$ cat src/rtl/stopwatch_pkg.sv
// -----------------------------------------------------------------------------
// stopwatch_pkg
// Shared definitions for the stopwatch controller:
//   - FSM state encoding (IDLE, RUN, LAP, PAUSE)
//   - counter field widths matching the display ports
//   - default terminal counts (59:59.999 full scale)
//   - is_counting(): true in the states where millisecond ticks advance time
// Optional build macro used by the importing files: STOPWATCH_OVF_STOP_EN
// -----------------------------------------------------------------------------
package stopwatch_pkg;

    localparam int MS_W  = 10;
    localparam int SEC_W = 6;
    localparam int MIN_W = 6;

    localparam logic [MS_W-1:0]  MS_MAX_DEF  = 10'd999;
    localparam logic [SEC_W-1:0] SEC_MAX_DEF = 6'd59;
    localparam logic [MIN_W-1:0] MIN_MAX_DEF = 6'd59;

    typedef enum logic [1:0] {
        IDLE  = 2'd0,
        RUN   = 2'd1,
        LAP   = 2'd2,
        PAUSE = 2'd3
    } sw_state_e;

    // Live time advances in RUN and in LAP (the lap freeze only affects display).
    function automatic logic is_counting(input sw_state_e st);
        return (st == RUN) || (st == LAP);
    endfunction

endpackage

$ cat src/rtl/sw_time_cnt.sv
// -----------------------------------------------------------------------------
// sw_time_cnt
// Cascaded minutes:seconds.milliseconds counter.
// Ports:
//   clk          in   system clock
//   rst          in   synchronous active-high reset
//   inc          in   advance by one millisecond this cycle
//   clr          in   synchronous clear of all three fields
//   hold_at_max  in   when 1, a full-scale increment holds instead of wrapping
//   ms_cnt       out  milliseconds field (registered)
//   sec_cnt      out  seconds field (registered)
//   min_cnt      out  minutes field (registered)
//   full         out  combinational carry: inc while at MIN_MAX:SEC_MAX.MS_MAX
// Used with the build macro STOPWATCH_OVF_STOP_EN via hold_at_max in the top.
// -----------------------------------------------------------------------------
module sw_time_cnt
    import stopwatch_pkg::*;
#(
    parameter logic [MS_W-1:0]  MS_MAX  = MS_MAX_DEF,
    parameter logic [SEC_W-1:0] SEC_MAX = SEC_MAX_DEF,
    parameter logic [MIN_W-1:0] MIN_MAX = MIN_MAX_DEF
) (
    input  logic             clk,
    input  logic             rst,
    input  logic             inc,
    input  logic             clr,
    input  logic             hold_at_max,
    output logic [MS_W-1:0]  ms_cnt,
    output logic [SEC_W-1:0] sec_cnt,
    output logic [MIN_W-1:0] min_cnt,
    output logic             full
);

    logic [MS_W-1:0]  ms_r,  ms_nxt_s;
    logic [SEC_W-1:0] sec_r, sec_nxt_s;
    logic [MIN_W-1:0] min_r, min_nxt_s;
    logic             ms_top_s;
    logic             sec_top_s;
    logic             min_top_s;
    logic             full_s;

    // Terminal-count detection for each field.
    always_comb begin
        ms_top_s  = (ms_r  == MS_MAX);
        sec_top_s = (sec_r == SEC_MAX);
        min_top_s = (min_r == MIN_MAX);
        full_s    = inc && ms_top_s && sec_top_s && min_top_s;
    end

    // Next value of the cascade: ms carries into sec, sec carries into min.
    always_comb begin
        ms_nxt_s  = ms_r;
        sec_nxt_s = sec_r;
        min_nxt_s = min_r;
        if (clr) begin
            ms_nxt_s  = MS_W'(0);
            sec_nxt_s = SEC_W'(0);
            min_nxt_s = MIN_W'(0);
        end else if (inc) begin
            if (full_s && hold_at_max) begin
                // Saturate at full scale.
                ms_nxt_s  = ms_r;
                sec_nxt_s = sec_r;
                min_nxt_s = min_r;
            end else if (ms_top_s) begin
                ms_nxt_s = MS_W'(0);
                if (sec_top_s) begin
                    sec_nxt_s = SEC_W'(0);
                    if (min_top_s) begin
                        min_nxt_s = MIN_W'(0);
                    end else begin
                        min_nxt_s = min_r + MIN_W'(1);
                    end
                end else begin
                    sec_nxt_s = sec_r + SEC_W'(1);
                end
            end else begin
                ms_nxt_s = ms_r + MS_W'(1);
            end
        end else begin
            ms_nxt_s  = ms_r;
            sec_nxt_s = sec_r;
            min_nxt_s = min_r;
        end
    end

    // Counter state registers.
    always_ff @(posedge clk) begin
        if (rst) begin
            ms_r  <= MS_W'(0);
            sec_r <= SEC_W'(0);
            min_r <= MIN_W'(0);
        end else begin
            ms_r  <= ms_nxt_s;
            sec_r <= sec_nxt_s;
            min_r <= min_nxt_s;
        end
    end

    assign ms_cnt  = ms_r;
    assign sec_cnt = sec_r;
    assign min_cnt = min_r;
    assign full    = full_s;

endmodule

$ cat src/rtl/stopwatch_ctrl.sv
// -----------------------------------------------------------------------------
// stopwatch_ctrl
// Stopwatch controller: decodes start/stop, lap and clear pulses into an
// IDLE/RUN/LAP/PAUSE FSM, accumulates elapsed time from 1 ms ticks, keeps a
// lap snapshot, and presents live or lap-frozen time to the display.
// Ports:
//   clk            in   system clock (shared with the tick generator)
//   rst            in   synchronous active-high reset
//   ms             in   1 ms tick pulse
//   cmd_startstop  in   toggle run/pause
//   cmd_lap        in   freeze / release the display
//   cmd_clear      in   zero time while paused
//   tick_clr       out  restart strobe to the tick generator (combinational)
//   running        out  state is RUN or LAP
//   lap_active     out  state is LAP
//   ovf            out  sticky full-scale flag
//   disp_min/sec/ms out displayed time
// Build macro: STOPWATCH_OVF_STOP_EN -- when defined, full scale saturates
// the counters, forces PAUSE, and blocks resume until cmd_clear.
// -----------------------------------------------------------------------------
module stopwatch_ctrl
    import stopwatch_pkg::*;
#(
    parameter logic [MS_W-1:0]  MS_MAX  = MS_MAX_DEF,
    parameter logic [SEC_W-1:0] SEC_MAX = SEC_MAX_DEF,
    parameter logic [MIN_W-1:0] MIN_MAX = MIN_MAX_DEF
) (
    input  logic             clk,
    input  logic             rst,
    input  logic             ms,
    input  logic             cmd_startstop,
    input  logic             cmd_lap,
    input  logic             cmd_clear,
    output logic             tick_clr,
    output logic             running,
    output logic             lap_active,
    output logic             ovf,
    output logic [MIN_W-1:0] disp_min,
    output logic [SEC_W-1:0] disp_sec,
    output logic [MS_W-1:0]  disp_ms
);

    sw_state_e        state_r, state_nxt_s;
    logic             tick_clr_s;
    logic             lap_cap_s;
    logic             cnt_clr_s;
    logic             inc_s;
    logic             full_s;
    logic             hold_s;
    logic             force_pause_s;
    logic             stop_lock_s;
    logic             ovf_r;

    logic [MS_W-1:0]  live_ms_s;
    logic [SEC_W-1:0] live_sec_s;
    logic [MIN_W-1:0] live_min_s;
    logic [MS_W-1:0]  lap_ms_r;
    logic [SEC_W-1:0] lap_sec_r;
    logic [MIN_W-1:0] lap_min_r;

`ifdef STOPWATCH_OVF_STOP_EN
    // Saturate at full scale, drop into PAUSE, and refuse to resume until cleared.
    assign hold_s        = 1'b1;
    assign force_pause_s = full_s;
    assign stop_lock_s   = ovf_r;
`else
    // Wrap to zero at full scale and keep counting.
    assign hold_s        = 1'b0;
    assign force_pause_s = 1'b0;
    assign stop_lock_s   = 1'b0;
`endif

    // Ticks are gated by the current (pre-edge) state, so a tick alongside the
    // pausing command is counted and one alongside a resume is not.
    assign inc_s = ms && is_counting(state_r);

    sw_time_cnt #(
        .MS_MAX  (MS_MAX),
        .SEC_MAX (SEC_MAX),
        .MIN_MAX (MIN_MAX)
    ) u_time_cnt (
        .clk         (clk),
        .rst         (rst),
        .inc         (inc_s),
        .clr         (cnt_clr_s),
        .hold_at_max (hold_s),
        .ms_cnt      (live_ms_s),
        .sec_cnt     (live_sec_s),
        .min_cnt     (live_min_s),
        .full        (full_s)
    );

    // Command decode: clear > startstop > lap; illegal commands fall through.
    always_comb begin
        state_nxt_s = state_r;
        tick_clr_s  = 1'b0;
        lap_cap_s   = 1'b0;
        cnt_clr_s   = 1'b0;
        case (state_r)
            IDLE: begin
                if (cmd_startstop) begin
                    state_nxt_s = RUN;
                    tick_clr_s  = 1'b1;
                end else begin
                    state_nxt_s = IDLE;
                end
            end
            RUN: begin
                if (force_pause_s) begin
                    state_nxt_s = PAUSE;
                end else if (cmd_startstop) begin
                    state_nxt_s = PAUSE;
                end else if (cmd_lap) begin
                    state_nxt_s = LAP;
                    lap_cap_s   = 1'b1;
                end else begin
                    state_nxt_s = RUN;
                end
            end
            LAP: begin
                if (force_pause_s) begin
                    state_nxt_s = PAUSE;
                end else if (cmd_startstop) begin
                    state_nxt_s = PAUSE;
                end else if (cmd_lap) begin
                    state_nxt_s = RUN;
                end else begin
                    state_nxt_s = LAP;
                end
            end
            PAUSE: begin
                if (cmd_clear) begin
                    state_nxt_s = IDLE;
                    cnt_clr_s   = 1'b1;
                end else if (cmd_startstop && !stop_lock_s) begin
                    // Resume keeps the sub-ms phase: no tick generator restart.
                    state_nxt_s = RUN;
                end else begin
                    state_nxt_s = PAUSE;
                end
            end
            default: begin
                state_nxt_s = IDLE;
            end
        endcase
    end

    // FSM state register.
    always_ff @(posedge clk) begin
        if (rst) begin
            state_r <= IDLE;
        end else begin
            state_r <= state_nxt_s;
        end
    end

    // Lap snapshot: takes the live value as it stood before this edge's tick.
    always_ff @(posedge clk) begin
        if (rst) begin
            lap_ms_r  <= MS_W'(0);
            lap_sec_r <= SEC_W'(0);
            lap_min_r <= MIN_W'(0);
        end else if (cnt_clr_s) begin
            lap_ms_r  <= MS_W'(0);
            lap_sec_r <= SEC_W'(0);
            lap_min_r <= MIN_W'(0);
        end else if (lap_cap_s) begin
            lap_ms_r  <= live_ms_s;
            lap_sec_r <= live_sec_s;
            lap_min_r <= live_min_s;
        end else begin
            lap_ms_r  <= lap_ms_r;
            lap_sec_r <= lap_sec_r;
            lap_min_r <= lap_min_r;
        end
    end

    // Sticky full-scale flag, released only by a clear from PAUSE.
    always_ff @(posedge clk) begin
        if (rst) begin
            ovf_r <= 1'b0;
        end else if (cnt_clr_s) begin
            ovf_r <= 1'b0;
        end else if (full_s) begin
            ovf_r <= 1'b1;
        end else begin
            ovf_r <= ovf_r;
        end
    end

    // Display source: the lap snapshot while frozen, live time otherwise.
    always_comb begin
        disp_min = live_min_s;
        disp_sec = live_sec_s;
        disp_ms  = live_ms_s;
        if (state_r == LAP) begin
            disp_min = lap_min_r;
            disp_sec = lap_sec_r;
            disp_ms  = lap_ms_r;
        end else begin
            disp_min = live_min_s;
            disp_sec = live_sec_s;
            disp_ms  = live_ms_s;
        end
    end

    assign tick_clr   = tick_clr_s;
    assign running    = is_counting(state_r);
    assign lap_active = (state_r == LAP);
    assign ovf        = ovf_r;

endmodule

$ cat config.mk
export PLATFORM = sky130hd
export DESIGN_NAME = stopwatch_ctrl
export DESIGN_NICKNAME = d
export VERILOG_FILES = /design/src/rtl/stopwatch_pkg.sv /design/src/rtl/sw_time_cnt.sv /design/src/rtl/stopwatch_ctrl.sv
export SDC_FILE = /design/constraint.sdc
export NUM_CORES = 1
export LEC_CHECK = 0
export CAP_MARGIN = 40
export CORE_AREA = 2 2 86 63
export CTS_CLUSTER_SIZE = 28
export DETAILED_ROUTE_END_ITERATION = 10
export DIE_AREA = 0 0 88 65
export GPL_ROUTABILITY_DRIVEN = 1
export PLACE_DENSITY = 0.74
export SYNTH_ARGS = -nofsm -noshare
export SYNTH_HDL_FRONTEND = slang
export SYNTH_SLANG_ARGS = --single-unit
export TNS_END_PERCENT = 1
$ cat constraint.sdc
create_clock -name clk -period 2.2 [get_ports clk]
set_input_delay 0.22 -clock clk [delete_from_list [all_inputs] [get_ports clk]]
set_output_delay 0.22 -clock clk [all_outputs]
set_load 0.02 [all_outputs]
==> qor.yml <==
seq_area_frac_synth_pct: 40.6
worst_ir_drop_vdd_uv: 260
dp_hpwl_mm: 3.91
synth.ff_latch_count: 47
num-fill-cells: 470
dp_slack_ns: 0.0168
cts.clk_slew.worst_paths_ns: 0.08
synth_cells: 272
outcome: "completed"
synth-edff-count: 0
total_die_area_um2: 5720
grt-ovfl-total: 0
clock-skew-final_ns: 0.00425
worstSetupStartpoint: "state_r[1]"
ys_warnings: 0
min_tclk_post_route_ns: 2.08
worst-endpoint-required_ns: 2.43
cap_violations: 0
r2r_slack_ns: 0.12
detailed_route_wire_length_per_cell_um: 13.5
initial_antenna_violation_count: 0
die_height_um: 65
num_rows: 22
clock_tree_from_tritoncts: "done"
critical_path.cell_chain: "inv_2, ha_4, nand4_4, buf_4, or3_1, or4_1, a21oi_1"
timing.critical_path.from_type: "register"
dp_cells: 384
mostFrequentLayoutCells: "sky130_fd_sc_hd__nand2_1, sky130_fd_sc_hd__dfxtp_1, sky130_fd_sc_hd__a21oi_1"
mostFrequentLayoutCell: "sky130_fd_sc_hd__nand2_1"
grt_start_max_net_pins: 23
inserted_clock_buffers: 5
drt_pre_antenna_iters: 6
final_layout_size_suffix_gt1_share_pct: 19.6
finalWorstSetupSlack_ns: 0.116
io-pin-count: 32
route.vias.total: 2057
start_util_pct: 46.5
clkSinkCount: 47
worst_setup_path_end_kind: "register"
die_w_um: 88
async_s_r_ff_share_synth_pct: 0
critical_path.max_fanout: 5
drt.antenna.violating_nets: 0
worst_setup_ep: "u_time_cnt.sec_cnt[5]"
relSlewSlack_pct: 69.9
tightestPinTransition_ns: 0.447
setup_violations: 0
report.power.total_mw: 1.49
synth_area_um2: 2320
cts_htree_levels: 2
cp_data_arrival_time_ns: 2.32
synthFlopType: "sky130_fd_sc_hd__dfxtp_1"
reg2reg_to: "u_time_cnt.sec_cnt[5]"
power_per_cell_area_nw_per_um2: 509
critPathSlowestCell: "sky130_fd_sc_hd__or4_1"
core_area_um2: 4980
rsz0062_at_grt: "no"
worst_path_largest_cell_delay_ns: 0.49
r2r-start: "state_r[1]"
max_clock_freq_mhz: 480
grt_pass1_wl_mm: 9.10
min_period_over_period_pct: 94.7
drt_wl_total_mm: 5.29
power_leakage_nw: 1.18
drc: 0
post_drt_via_cell_ratio: 5.23
worst_hold_path_type: "register to register"
synth.net_count: 286
reg2reg_depth: 7
globalRouteTotalUtil_pct: 20.4
instances_no_fill: 393
port_buffers: 31
final_nets: 334
routabilityCongestion: 0.895
postSynthAreaPerCell_um2: 8.52
dr.first_iter.drc_count: 109
clk_path_buf_depth: 2
first_global_vias: 1933
synthDistinctLibCells: 39
worst_skew_pair.late_latency_ns: 0.29
setup_tns_ns: 0
insertedDiodeCount: 0
critPathKind: "register to register"
timing_max_transition_violations_final: 0
root_buffer_selected_by_cts: "sky130_fd_sc_hd__clkbuf_8"
syn2layout_area_growth_pct: 26.4
finalHoldViolCount: 0
[cell type report]
class                   instances  area [µm²]  area share (%)
flip-flops and latches         47         943            32.2
clock inverters                 1        5.00           0.171
repair buffers                 56         478            16.3
multi-input cells             207        1320            45.2
inverters                       3        11.3           0.385
well taps                      72        90.1            3.08
clock buffers                   7        76.3            2.61
[how the worst min path moves through the flow]
stage	end	startpoint	depth (start not counted)
after floorplan	state_r[0]	rst	1
after detailed placement	lap_min_r[2]	lap_min_r[2]	2
after CTS	lap_min_r[2]	lap_min_r[2]	2
final	lap_min_r[5]	lap_min_r[5]	2
after global placement	lap_sec_r[0]	lap_sec_r[0]	2
after global routing	lap_min_r[0]	lap_min_r[0]	2
[routing by layer]
layer	track usage (%)	vias up	part of all wire, %
li1	-	1041	-
met5	0	-	0
met4	4.42	0	1.1
met3	4.59	8	4.2
met2	31.6	45	43
met1	28.9	963	52
[worst max-delay path, delay by kind of cell, from the launching register on]
kind | cells | cell delay (ns)
adder cells (fa/ha/maj) | 1 | 0.29
buffers and inverters | 2 | 0.23
AO/OA/AOI/OAI | 1 | 0.15
AND/OR/NAND/NOR | 3 | 0.99
flip-flops | 1 | 0.36
[sequential cells by signal (all words and copies together), names as in the netlist]
name,flops
lap_ms_r,10
u_time_cnt.ms_cnt,10
lap_min_r,6
lap_sec_r,6
u_time_cnt.min_cnt,6
u_time_cnt.sec_cnt,6
state_r,2
ovf,1
[Yosys cell counts (3+ instances only)]
master	count	share of area [%]
sky130_fd_sc_hd__o21ai_0	6	1.3
sky130_fd_sc_hd__nor2_1	13	2.1
sky130_fd_sc_hd__or3_1	3	0.81
sky130_fd_sc_hd__nor3_1	6	1.3
sky130_fd_sc_hd__clkbuf_1	11	1.8
sky130_fd_sc_hd__nand2_1	59	9.6
sky130_fd_sc_hd__xnor2_1	6	2.3
sky130_fd_sc_hd__a21oi_1	34	7.3
sky130_fd_sc_hd__mux2_2	22	11
sky130_fd_sc_hd__ha_1	8	4.3
sky130_fd_sc_hd__nor4_1	3	0.81
sky130_fd_sc_hd__and3_1	4	1.1
sky130_fd_sc_hd__inv_1	3	0.49
sky130_fd_sc_hd__nand3b_1	3	0.97
sky130_fd_sc_hd__o211ai_1	3	0.97
sky130_fd_sc_hd__or4_1	4	1.3
sky130_fd_sc_hd__nand3_1	5	1.1
sky130_fd_sc_hd__dfxtp_1	47	41
sky130_fd_sc_hd__nor2b_1	3	0.81
sky130_fd_sc_hd__xor2_1	5	1.9
[per-stage QoR]
step	hold WS (ns)	util, %	instance area [µm²]
after floorplan	0.299	-	2340
after global placement	0.438	57.3	2850
after detailed placement	0.445	57.3	2850
after CTS	0.458	58.5	2910
after global routing	0.481	58.8	2930
final	0.454	58.8	2930
[cells by family (layout without fill, tap and decap cells)]
family	count (synthesis)	in the layout	synth area share, %
AOI/OAI and AO/OA	48	48	11.3
xor gates and xnor gates	11	11	4.16
adders and majority gates	8	8	4.32
buffers and inverters	18	67	3.35
DFF	47	47	40.6
muxes	23	23	11.1
and+or+nand+nor	117	117	25.1
[where the power goes]
part | internal, mW | switching, mW
sequential | 0.855 | 0.00383
combinational | 0.0582 | 0.0771
clock | 0.223 | 0.272
total | 1.14 | 0.353
[timing repair]
action / in CTS / in global routing
pin swaps: 0 / 1
endpoints found under the setup margin: 22 / 4
hold buffers: 0 / 0
gates resized for setup: 24 / 3
setup buffers: 0 / 1
(Power assumes the default switching activity.)
